[config.mk]
export PLATFORM = sky130hd
export DESIGN_NAME = fetch_unit
export DESIGN_NICKNAME = d
export VERILOG_FILES = /design/src/rtl/fetch_unit.sv
export SDC_FILE = /design/constraint.sdc
export NUM_CORES = 1
export LEC_CHECK = 0
export ABC_AREA = 1
export BUFFER_PORTS_ARGS = -buffer_cell sky130_fd_sc_hd__buf_2
export CAP_MARGIN = 20
export CORE_AREA = 2 2 193 195
export DETAILED_ROUTE_END_ITERATION = 10
export DIE_AREA = 0 0 195 197
export PLACE_DENSITY = 0.71
export SLEW_MARGIN = 20
export SYNTH_ARGS = -nofsm -noshare
export SYNTH_HDL_FRONTEND = slang
export SYNTH_SLANG_ARGS = --single-unit
[constraint.sdc]
create_clock -name clk_i -period 5.7 [get_ports clk_i]
set_input_delay 0 -clock clk_i [delete_from_list [all_inputs] [get_ports clk_i]]
set_output_delay 0 -clock clk_i [all_outputs]
set_load 0.01 [all_outputs]
[src/rtl/fetch_unit.sv]
// rtl/fetch_unit.sv - instruction fetch stage: credit-limited imem requests, {pc, instr} FIFO to decode
package core_pkg;
  localparam int Xlen = 64;
  localparam int Ilen = 32;
endpackage

module fetch_unit
  import core_pkg::*;
#(
  parameter logic [Xlen-1:0] ResetPc = '0,
  parameter int              Depth   = 2
) (
  input  logic            clk_i,
  input  logic            rst_i,
  input  logic            redirect_valid_i,
  input  logic [Xlen-1:0] redirect_pc_i,
  output logic            imem_req_valid_o,
  input  logic            imem_req_ready_i,
  output logic [Xlen-1:0] imem_req_addr_o,
  input  logic            imem_rsp_valid_i,
  input  logic [Ilen-1:0] imem_rsp_data_i,
  output logic            instr_valid_o,
  input  logic            instr_ready_i,
  output logic [Ilen-1:0] instr_o,
  output logic [Xlen-1:0] pc_o
);

  localparam int CntW = $clog2(Depth + 1);
  localparam int PtrW = (Depth > 1) ? $clog2(Depth) : 1;

  typedef logic [CntW-1:0] cnt_t;
  typedef logic [PtrW-1:0] ptr_t;

  localparam cnt_t            DepthC  = cnt_t'(Depth);
  localparam ptr_t            PtrLast = ptr_t'(Depth - 1);
  localparam logic [Xlen-1:0] PcStep  = 4;

  logic [Xlen-1:0] fetch_pc;
  logic [Xlen-1:0] rsp_pc;
  cnt_t            outstanding;
  cnt_t            drop;
  cnt_t            count;
  ptr_t            wr_ptr;
  ptr_t            rd_ptr;

  logic [Xlen-1:0] pc_mem    [Depth];
  logic [Ilen-1:0] instr_mem [Depth];

  logic [Xlen-1:0] redirect_tgt;
  logic [CntW:0]   credits_used;
  logic            req_fire;
  logic            push;
  logic            pop;
  logic            full;

  function automatic ptr_t ptr_inc(input ptr_t p);
    return (p == PtrLast) ? '0 : p + ptr_t'(1);
  endfunction

  // Low two bits of a redirect target are forced to zero: fetches are word aligned.
  assign redirect_tgt = {redirect_pc_i[Xlen-1:2], 2'b00};

  // Every in-flight or buffered word holds one credit, so a response always has a FIFO slot.
  assign credits_used = {1'b0, outstanding} + {1'b0, count};

  assign imem_req_valid_o = !rst_i && !redirect_valid_i && (credits_used < {1'b0, DepthC});
  assign imem_req_addr_o  = rst_i ? ResetPc : fetch_pc;

  assign instr_valid_o = (count != '0) && !redirect_valid_i;
  assign instr_o       = instr_mem[rd_ptr];
  assign pc_o          = pc_mem[rd_ptr];

  assign req_fire = imem_req_valid_o && imem_req_ready_i;
  assign push     = imem_rsp_valid_i && (drop == '0) && !redirect_valid_i;
  assign pop      = instr_valid_o && instr_ready_i;
  assign full     = (count == DepthC);

  // Control state: PCs, credit counters, stale-response drop counter and FIFO pointers.
  always_ff @(posedge clk_i) begin
    if (rst_i) begin
      fetch_pc    <= ResetPc;
      rsp_pc      <= ResetPc;
      outstanding <= '0;
      drop        <= '0;
      count       <= '0;
      wr_ptr      <= '0;
      rd_ptr      <= '0;
    end else if (redirect_valid_i) begin
      // Everything still in flight belongs to the old stream, including a response landing now.
      fetch_pc    <= redirect_tgt;
      rsp_pc      <= redirect_tgt;
      outstanding <= outstanding - cnt_t'(imem_rsp_valid_i);
      drop        <= outstanding - cnt_t'(imem_rsp_valid_i);
      count       <= '0;
      wr_ptr      <= '0;
      rd_ptr      <= '0;
    end else begin
      if (req_fire) begin
        fetch_pc <= fetch_pc + PcStep;
      end
      outstanding <= outstanding + cnt_t'(req_fire) - cnt_t'(imem_rsp_valid_i);
      if (imem_rsp_valid_i && (drop != '0)) begin
        drop <= drop - cnt_t'(1);
      end
      if (push) begin
        wr_ptr <= ptr_inc(wr_ptr);
        rsp_pc <= rsp_pc + PcStep;
      end
      if (pop) begin
        rd_ptr <= ptr_inc(rd_ptr);
      end
      count <= count + cnt_t'(push) - cnt_t'(pop);
    end
  end

  // FIFO storage: cleared on reset so the head never shows X, written on every accepted response.
  always_ff @(posedge clk_i) begin
    if (rst_i) begin
      for (int i = 0; i < Depth; i++) begin
        pc_mem[i]    <= '0;
        instr_mem[i] <= '0;
      end
    end else if (push) begin
      pc_mem[wr_ptr]    <= rsp_pc;
      instr_mem[wr_ptr] <= imem_rsp_data_i;
    end
  end

  // The credit limit must make overflow impossible.
  no_overflow_a : assert property (@(posedge clk_i) disable iff (rst_i) !(push && full));

endmodule

## Word-level counts from Yosys, hierarchy flattened

Memories as Yosys holds them, arrays and structs flattened. A register that Yosys moved wholly into a read port is not among the register bits.
Index checks and enable logic that the tools add are counted.

| cells by class | value |
|---|---|
| div/mod/pow operators | 0 |
| reductions and logical operators | 19 |
| multiplexer cells | 25 |
| $mul | 0 |
| eq/ne operators | 0 |
| shifts and indexed selects | 0 |
| $add $sub $neg | 11 |
| bitwise gates (word level) | 0 |
| magnitude comparators | 1 |

Operators with widths:

| cell | count |
|---|---|
| 64-bit two-way mux | 6 |
| 64-bit by 3-bit adder with 64-bit output, second input constant | 2 |
| 64-bit OR reduction | 1 |
| 32-bit two-way mux | 1 |
| 32-bit OR reduction | 1 |
| 1-bit two-way mux | 15 |
| 2-bit nonzero test | 5 |
| 1-bit logical AND | 8 |
| 2-bit two-way mux | 3 |
| 2-bit by 1-bit subtractor with 2-bit output | 3 |
| 2-bit by 1-bit adder with 2-bit output | 2 |
| 2-bit by 2-bit adder with 3-bit output | 1 |
| 3-bit by 2-bit less-than comparator with 1-bit output, second input constant | 1 |
| 1-bit adder, second input constant | 2 |
| 1-bit zero test | 2 |
| 2-bit zero test | 1 |
| 2-bit OR reduction | 1 |
| 2-bit by 1-bit subtractor with 2-bit output, second input constant | 1 |

| word-level totals | value |
|---|---|
| output and inout bits | 162 |
| memory bits (writable) | 192 |
| logic and storage cells | 67 |
| memories | 2 |
| bits in registers | 136 |
| bits in latches | 0 |
| ROM bits | 0 |

Memory list:

| name | words | width | read ports | clocked after Yosys merged registers in | write ports | RTL line | text |
|---|---|---|---|---|---|---|---|
| pc_mem | 2 | 64 | 1 | 1 | 2 | 46 | `logic [Xlen-1:0] pc_mem [Depth];` |
| instr_mem | 2 | 32 | 1 | 1 | 2 | 47 | `logic [Ilen-1:0] instr_mem [Depth];` |

## Depth between registers and ports, before layout

Gate-level depths: netlist of the first run.

| logic depth | value |
|---|---|
| depth in word-level cells | 8 |
| gate-level depth with buffers | 13 |
| gate-level depth less buffers | 12 |

## Worst setup path before layout of the first run

OpenSTA, ideal clock, no wires.

| timing | value |
|---|---|
| kind | register to register |
| start | reg drop[0] |
| end | mem instr_mem[0][0], enable pin |
| arrival time | 3.427 ns |
| setup time | 0.456 ns |
| period minus slack after synthesis | 3.882 ns |
| setup slack | 1.818 ns |
| cell stages (with the launch flop) | 9 |
| cells stage by stage | dfxtp_1 > inv_1 > ha_1 > nand2_2 > nor2_1 > nand3_1 > clkbuf_1 > buf_2 > nand2_1 |

RTL lines:

| element | RTL line | text |
|---|---|---|
| start, declared | 41 | `cnt_t drop;` |
| start signal, assigned | 93 | `drop <= outstanding - cnt_t'(imem_rsp_valid_i);` |
| start signal, assigned | 103 | `drop <= drop - cnt_t'(1);` |
| end, declared | 47 |  |

==> results of run 1 <==
-- flip-flops by register name, summed over array words and instances, names as in the netlist, named ones only --
signal and cells:
instr_mem 64, wr_ptr 1, pc_mem 124, drop 2, count 2, rd_ptr 1
outstanding 2, fetch_pc 62, rsp_pc 62
-- critical path: cells and delay by family --
kind          cells  cell delay, ns
buf+inv           6            2.79
simple gates      3            0.40
-- Yosys cell counts (all sizes together), types with 39 or more instances --
cell type | count | area [µm²]
nor2 | 522 | 2131
nand2 | 496 | 1942
inv | 267 | 1005
edfxtp | 188 | 5645
dfxtp | 133 | 2663
o21ai | 133 | 669.4
mux2 | 94 | 1059
nand3 | 92 | 490.5
a21oi | 87 | 442.9
buf | 47 | 251.5
a31oi | 46 | 287.8
xor2 | 44 | 385.4
clkbuf | 39 | 177.7
-- metrics by stage --
stage	cell area, µm²	setup slack (ns)	hold WS (ns)
3_3_place_gp	19220	2.511	0.3081
3_5_place_dp	19220	2.478	0.3179
4_1_cts	21430	2.474	0.005814
5_1_grt	21460	2.294	0.06771
6_report	21460	2.514	0.05768
2_1_floorplan	17640	1.818	0.1562
-- cell families after synthesis --
logic type | after synthesis | synth area share
flip-flops | 321 | 0.4714
multiplexers | 94 | 0.06006
XOR/XNOR | 45 | 0.02236
adder cells (fa/ha/maj) | 9 | 0.006816
other | 1 | 0.0002128
AO/OA/AOI/OAI | 272 | 0.08214
buffers and inverters | 355 | 0.08178
AND/OR/NAND/NOR | 1153 | 0.2752
-- where the power goes --
| group | internal (mW) | switching, mW |
|---|---|---|
| Clock | 1.49 | 0.999 |
| Combinational | 0.233 | 0.411 |
| Sequential | 2.58 | 0.0881 |
-- cell type report --
type                    count  area, µm²  area share
inverters                 269       1012     0.04717
well taps                 468      585.6     0.02729
clock inverters            20      242.7     0.01131
flip-flops and latches    321       8312      0.3874
repair buffers            365       2359      0.1099
clock buffers              48       1017     0.04741
multi-input cells        1577       7929      0.3695
-- how the worst max path moves through the flow --
stage,from,to,slack [ns],cells past startpoint
2_1_floorplan,drop[0],instr_mem[0][0],1.82,8
3_3_place_gp,rst_i,pc_mem[1][46],2.51,8
3_5_place_dp,rst_i,pc_mem[1][46],2.48,8
4_1_cts,rst_i,pc_mem[1][56],2.47,8
5_1_grt,rst_i,pc_mem[1][62],2.29,9
6_report,rst_i,pc_mem[1][62],2.51,9
-- per-layer routing --
layer  global-route usage  part of all wire  vias to the layer above
li1                     -                 -                     7929
met1               0.4085              0.42                     7710
met2               0.4864              0.45                      732
met3              0.04706             0.083                      143
met4               0.1312             0.045                        4
met5                    0           0.00041                        -
-- timing repair --
action | 4_1_cts | 5_1_grt
hold endpoints to repair | 181 | 0
hold buffers | 94 | 0
setup buffers | 0 | 0
==> results, run 1 <==
- The number of distinct library cells after synthesis is 47.
- The detailed router finished its first iteration with 1,602 violations.
- The congestion estimate from routability-driven global placement came to 0.9519.
- In this run the mean area of a mapped cell was 7.833 µm².
- The detailed-placement wirelength estimate is 41.77 mm.
- Data on the critical path is required at its endpoint by 5.85 ns.
- The capturing element type of the critical path is a register.
- In the synthesized netlist the async set-or-reset flop fraction comes to 0.
- The CTS tree is built.
- The remaining antenna violation count after routing is 0.
- Including well taps, the total number of placed cells is 2,905.
- The number of CTS-inserted buffers is 37.
- The signal on the critical path passes through dlygate4sd3_1 > buf_4 > inv_1 > nand2_4 > clkinv_1 > nand3_4 > nand2_4 > buf_4 > buf_4.
- The worst vdd rail ir drop is 0.2014 mV.
- The most used cell along the critical path is sky130_fd_sc_hd__buf_4.
- The top-level I/O count is 264.
- The number of gates resized after CTS was 0.
- The first-pass GRT wire length is 89.73 mm.
- The effective utilization at floorplan is 0.4861.
- The count of cells along the worst register-to-register path is 8.
- The full die area is 38,420 µm².
- The repair_antennas step left the layout with diodes totalling 0.
- The source-to-sink clock delay at the later pin of the worst-skew pair is 0.55 ns.
- Dividing the final minimum period by the clock period gives 0.5590.
- The gate count of the mapped netlist is 2,250.
- The width of the chip is 195 µm.
- The end of the worst hold path is fetch_pc[57].
- The final layout contains 2,682 nets.
- The run finished with clean final reports.
- Summing every instance area after synthesis gives 17,620 µm².
- The library cell used most frequently in the layout, excluding fill and tap cells, is sky130_fd_sc_hd__nor2_1.
- The routed via count is 16,520.
- In this run the worst hold path is classified as in -> reg.
- Of all nets on the critical path, the largest fanout is 74.
- The DRC violation count after routing is 0.
- The post-route setup TNS is 0 ns.
- Relative to the synthesized area, the layout overhead comes to 21.74%.
- After filler insertion, the fill cell instance count of the layout stands at 3,252.
- The total power divided by cell area is 270.5 nW/µm².
- The first detailed-routing pass took 6 iterations.
- The total number of H-tree levels is 2.
- For this run the aggregate overflow at the end of global routing stands at 0.
- The average detailed-routed wire length per instance is 19.19 µm.
- The initial antenna violation count is 2.
- Across the run, the number of max-cap violations was 0.
- In the global route stage, overall resource usage came out at 0.3031.
- Setup repair after global routing left no endpoint under its margin.
- The number of failing setup endpoints in the final timing report is 0.
- The tightest slew margin relative to the limit is 0.2941.
- The number of flip-flops and latches in the synthesized netlist is 321.
- The clock net in this run drives a total of 321 sinks.
- The routed wire length is 58.88 mm.
- The core region is 36,260 µm².
- The clock passes through at most 3 buffers.
- The arrival time reported for the critical path endpoint is 3.34 ns.
- By startpoint and endpoint, the worst setup path is classified as in -> reg.
- The critical-path cell with the highest stage delay is sky130_fd_sc_hd__buf_4.
- The slew of the pin with the lowest slew margin is 1.059 ns.
- The sequential area share after synthesis is 0.4714.
- For this run, the leading register cell type out of synthesis is sky130_fd_sc_hd__edfxtp_1.
- Measured along the y axis, the die boundary spans 197 µm.
- The leakage power summed over all cells is 8.617 nW.
- The number of endpoints with negative hold slack in the final report is 0.
- The worst register-to-register path ends at instr_mem[0][20].
- Using the TritonRoute via totals, the vias-per-cell ratio works out to 5.384.
- Between clock sinks in the finished design, the worst skew comes to 0.01905 ns.
- The beginning of the worst register-to-register path is drop[0].
- The launch instance of the worst min-delay path is redirect_pc_i[57].
- The core occupancy in the finished layout is 0.5918.
- In this design, the stage delay of the slowest critical-path cell is 0.81 ns.
- The final-report max-slew violation count is 0.
- The via count of the first global-routing pass is 15,750.
- The number of instances on the worst hold path is 5.
- Timing would allow up to 313.9 MHz.
- Leaving out fill and tap cells, the most frequent cells in the layout are 489 x sky130_fd_sc_hd__nor2_1, 476 x sky130_fd_sc_hd__nand2_1, 259 x sky130_fd_sc_hd__inv_1, 256 x sky130_fd_sc_hd__buf_2, 188 x sky130_fd_sc_hd__edfxtp_1.
- In this run the register-to-register setup slack is 2.72 ns.
- The share of final-layout standard cells stronger than drive strength 1 is 0.1908.
- In this run, synthesis inferred 188 flip-flops with an integrated enable.
- The total power is 5.804 mW.
- The type of origin of the critical path is a primary input.
- The root buffer cell is sky130_fd_sc_hd__clkbuf_16.
- Entering global routing, the biggest net connects 95 pins.
- The initialized floorplan defines 70 standard-cell rows.
- The count of buffers from port buffering is 257.
- The post-route minimum period is 3.186 ns.
- The clock-pin slew on the worst setup and hold paths is 0.06 ns.
- During synthesis, Yosys emitted a total of 0 warnings.
- The count of cells in the finished layout, fillers not included, comes to 3,068.
Note: power is estimated with default switching activity, not from simulation.
==> run 2: changes to the inputs <==
--- a/config.mk
+++ b/config.mk
@@ -11,7 +11,7 @@
 export CORE_AREA = 2 2 193 195
 export DETAILED_ROUTE_END_ITERATION = 10
 export DIE_AREA = 0 0 195 197
-export PLACE_DENSITY = 0.71
+export PLACE_DENSITY = 0.73
 export SLEW_MARGIN = 20
 export SYNTH_ARGS = -nofsm -noshare
 export SYNTH_HDL_FRONTEND = slang
==> constraint.sdc (replaced) <==
create_clock -name clk_i -period 2.65 [get_ports clk_i]
set_input_delay 0 -clock clk_i [delete_from_list [all_inputs] [get_ports clk_i]]
set_output_delay 0 -clock clk_i [all_outputs]
set_load 0.01 [all_outputs]
==> run 2 against run 1 <==
Compared with the run above: total power rose by 110%; clock power rose by 100%; critical path type is now reg -> reg; highest routed layer is now met4; first-iteration DRC count rose by 12%; clock skew rose by 0.0059 ns; largest cell class unchanged; largest power group unchanged; sequential power rose by 110%; register-to-register slack got worse by 2.5 ns; sequential cell count did not move; clock-buffer cell count rose by 6.
==> results, run 2 (synthesized netlist as in run 1, its figures left out) <==
- The worst setup path is of the reg -> reg kind.
- The initial antenna violation count is 2 (unchanged).
- The hold-fix buffer count after cts is 94 (unchanged).
- The path type of the worst min-delay path is in -> reg.
- The source-to-sink clock delay at the later pin of the worst-skew pair came to 0.54 ns (about the same).
- The core region area was 36,260 µm² (unchanged).
- The routed wire length was 57.17 mm (-2.9%).
- The last weighted congestion value of the routability-driven placer is 1.013 (+6.4%).
- The worst setup path is captured at a register.
- The share of final-layout standard cells stronger than drive strength 1 came to 0.1937 (+0.002940).
- The highest fanout seen on the critical path is 3 (-96%).
- The vias per cell was 5.426 (+0.78%).
- The area growth from synthesis to layout is 22.59%.
- Walking the worst path, the cells encountered are nand2_1 > inv_1 > fa_1 > nor3_4 > nand2_2 > ha_1 > inv_1 > ha_1 > xor2_1 > or2_2 > nand3_1 > a21oi_1.
- The number of standard-cell rows in the floorplan is 70 (unchanged).
- The tightest slew margin relative to the limit is 0.4315 (+0.1374).
- The post-route minimum period is 2.467 ns.
- The total power divided by cell area is 567.3 nW/µm² (+110%).
- Of the available clock period, the critical path in the final layout requires 0.9309.
- The count of buffers from port buffering is 257 (unchanged).
- The final-stage net count is 2,690 (+0.30%).
- The post-CTS setup-driven buffer insertion count is 0 (unchanged).
- The clock-pin slew on the worst setup and hold paths was 0.06 ns (about the same).
- For this design, the slowest cell found on the critical path is sky130_fd_sc_hd__fa_1.
- The pin count of the biggest net entering global routing is 183 (+93%).
- The first-pass GRT wire length is 88.11 mm (-1.8%).
- The most frequent standard cell in the layout excluding fill and tap cells is sky130_fd_sc_hd__nor2_1.
- The root buffer cell is sky130_fd_sc_hd__clkbuf_16.
- Derived from the worst setup path, the maximum achievable clock frequency is 405.4 MHz.
- The cell family contributing the most delay on the critical path is adder cells.
- The DRC violation count after routing is 0 (unchanged).
- The flip-flop count of the largest register, all copies and words added was 124 (unchanged).
- The width of the chip is 195 µm (unchanged).
- The post-route setup TNS is 0 ns (unchanged).
- The CTS sink count was 321 (unchanged).
- The run finished with clean final reports.
- The slew of the pin with the lowest slew margin is 0.8527 ns (-0.2061 ns).
- The violation count after the first detailed-route iteration is 1,790 (+12%).
- The routed via count is 16,700 (+1.1%).
- The residual overflow from global routing was 0 (unchanged).
- The remaining antenna violation count after routing is 0 (unchanged).
- The number of buffers and inverters on the critical path is 2 (-4).
- In the layout the commonest cells are 489 x sky130_fd_sc_hd__nor2_1, 476 x sky130_fd_sc_hd__nand2_1, 259 x sky130_fd_sc_hd__inv_1, 256 x sky130_fd_sc_hd__buf_2, 188 x sky130_fd_sc_hd__edfxtp_1.
- The number of failing setup endpoints in the final timing report came to 0 (unchanged).
- The all-layer global routing usage is 0.2946 (-0.008462).
- The worst vdd rail ir drop is 0.3278 mV (+63%).
- The placed cell count is 2,915 (+0.34%).
- The final-report max-slew violation count was 0 (unchanged).
- The top-level I/O count is 264 (unchanged).
- The arrival time reported for the critical path endpoint was 2.85 ns (-0.49 ns).
- The via count of the first global-routing pass is 15,990 (+1.5%).
- The total number of H-tree levels is 2 (unchanged).
- The effective utilization at floorplan is 0.4861 (unchanged).
- The largest registers in the layout are pc_mem x124, instr_mem x64.
- The largest stage delay on the critical path is 0.45 ns (-0.36 ns).
- The full die area was 38,420 µm² (unchanged).
- The leakage power summed over all cells came to 8.671 nW (+0.63%).
- The detailed-placement wirelength estimate was 40.95 mm (-2.0%).
- The required time at the endpoint of the critical path was 3.03 ns (-2.82 ns).
- The average detailed-routed wire length per instance is 18.57 µm (-3.2%).
- The non-filler instance count after layout came to 3,078 (+0.33%).
- The register ranked first by flip-flop count is pc_mem.
- The worst slack at placement is 0.2041 ns (-2.274 ns).
- The smallest setup slack after layout was 0.1832 ns (-2.331 ns).
- The number of gates resized after CTS is 0 (unchanged).
- The number of endpoints with negative hold slack in the final report is 0 (unchanged).
- The number of search-and-repair iterations in the first detailed-routing pass was 8 (+2).
- The CTS tree is built.
- The maximum buffer depth of the clock tree is 3 (unchanged).
- The maximum clock skew at final layout is 0.02495 ns (+0.005901 ns).
- The number of maximum-capacitance violations was 0 (unchanged).
- Setup repair after global routing left no endpoint under its margin.
- The type of origin of the critical path is a register.
- The number of CTS-inserted buffers came to 36 (-2.7%).
- The overall die height came to 197 µm (unchanged).
run 2: changes by cell type in the layout (fill, tap and decap cells not counted), moves of 2 or more:
cell	delta
sky130_fd_sc_hd__buf_12	+12
sky130_fd_sc_hd__bufinv_16	-3
sky130_fd_sc_hd__clkbuf_1	+5
sky130_fd_sc_hd__clkbuf_16	+2
sky130_fd_sc_hd__clkinv_1	-7
sky130_fd_sc_hd__clkinvlp_4	+2
sky130_fd_sc_hd__diode_2	+3
run 2: power breakdown:
group | switching (mW) | internal (mW)
registers | 0.190 | 5.54
logic | 0.890 | 0.533
clock network | 2.08 | 3.02
run 2: path summary, 6_finish.rpt:
| kind | startpoint | end | slack [ns] | cells past startpoint |
|---|---|---|---|---|
| worst max-delay path | count[0] | outstanding[1] | 0.18 | 12 |
| worst min-delay path | redirect_pc_i[39] | fetch_pc[39] | 0.05 | 5 |
| worst max register to register | count[0] | outstanding[1] | 0.18 | 12 |
| worst min register to register | rsp_pc[2] | rsp_pc[2] | 0.52 | 2 |
run 2: worst min-delay path, cell delays in order:
cell                      delay [ns]
sky130_fd_sc_hd__buf_2          0.08
sky130_fd_sc_hd__nand2_1        0.17
sky130_fd_sc_hd__o21ai_0        0.13
sky130_fd_sc_hd__inv_1          0.04
sky130_fd_sc_hd__a21oi_1        0.12
run 2: per-stage QoR:
stage	cell area (µm²)	power (mW)	utilization	hold slack (ns)
after floorplan	17650	6.564	-	0.1562
after global placement	19450	7.076	0.5364	0.3080
after detailed placement	19450	7.116	0.5364	0.3109
after CTS	21600	12.29	0.5957	0.0005487
after global routing	21600	12.66	0.5958	0.03644
final	21610	12.26	0.5959	0.05174
run 2: final cells by class:
cell class                      count  area, µm²
Antenna cell                        3      7.507
Sequential cell                   321       8312
Tap cell                          468      585.6
Clock inverter                     12      135.1
Multi-Input combinational cell   1577       7929
Inverter                          269       1012
Fill cell                        3241      14650
Clock buffer                       54       1072
Timing Repair Buffer              374       2552
run 2: routing by layer:
| layer | global-route usage | share of wire |
|---|---|---|
| met5 | 0 | 0 |
| met4 | 0.1431 | 0.048 |
| met3 | 0.04586 | 0.089 |
| met2 | 0.4653 | 0.45 |
| met1 | 0.3974 | 0.42 |
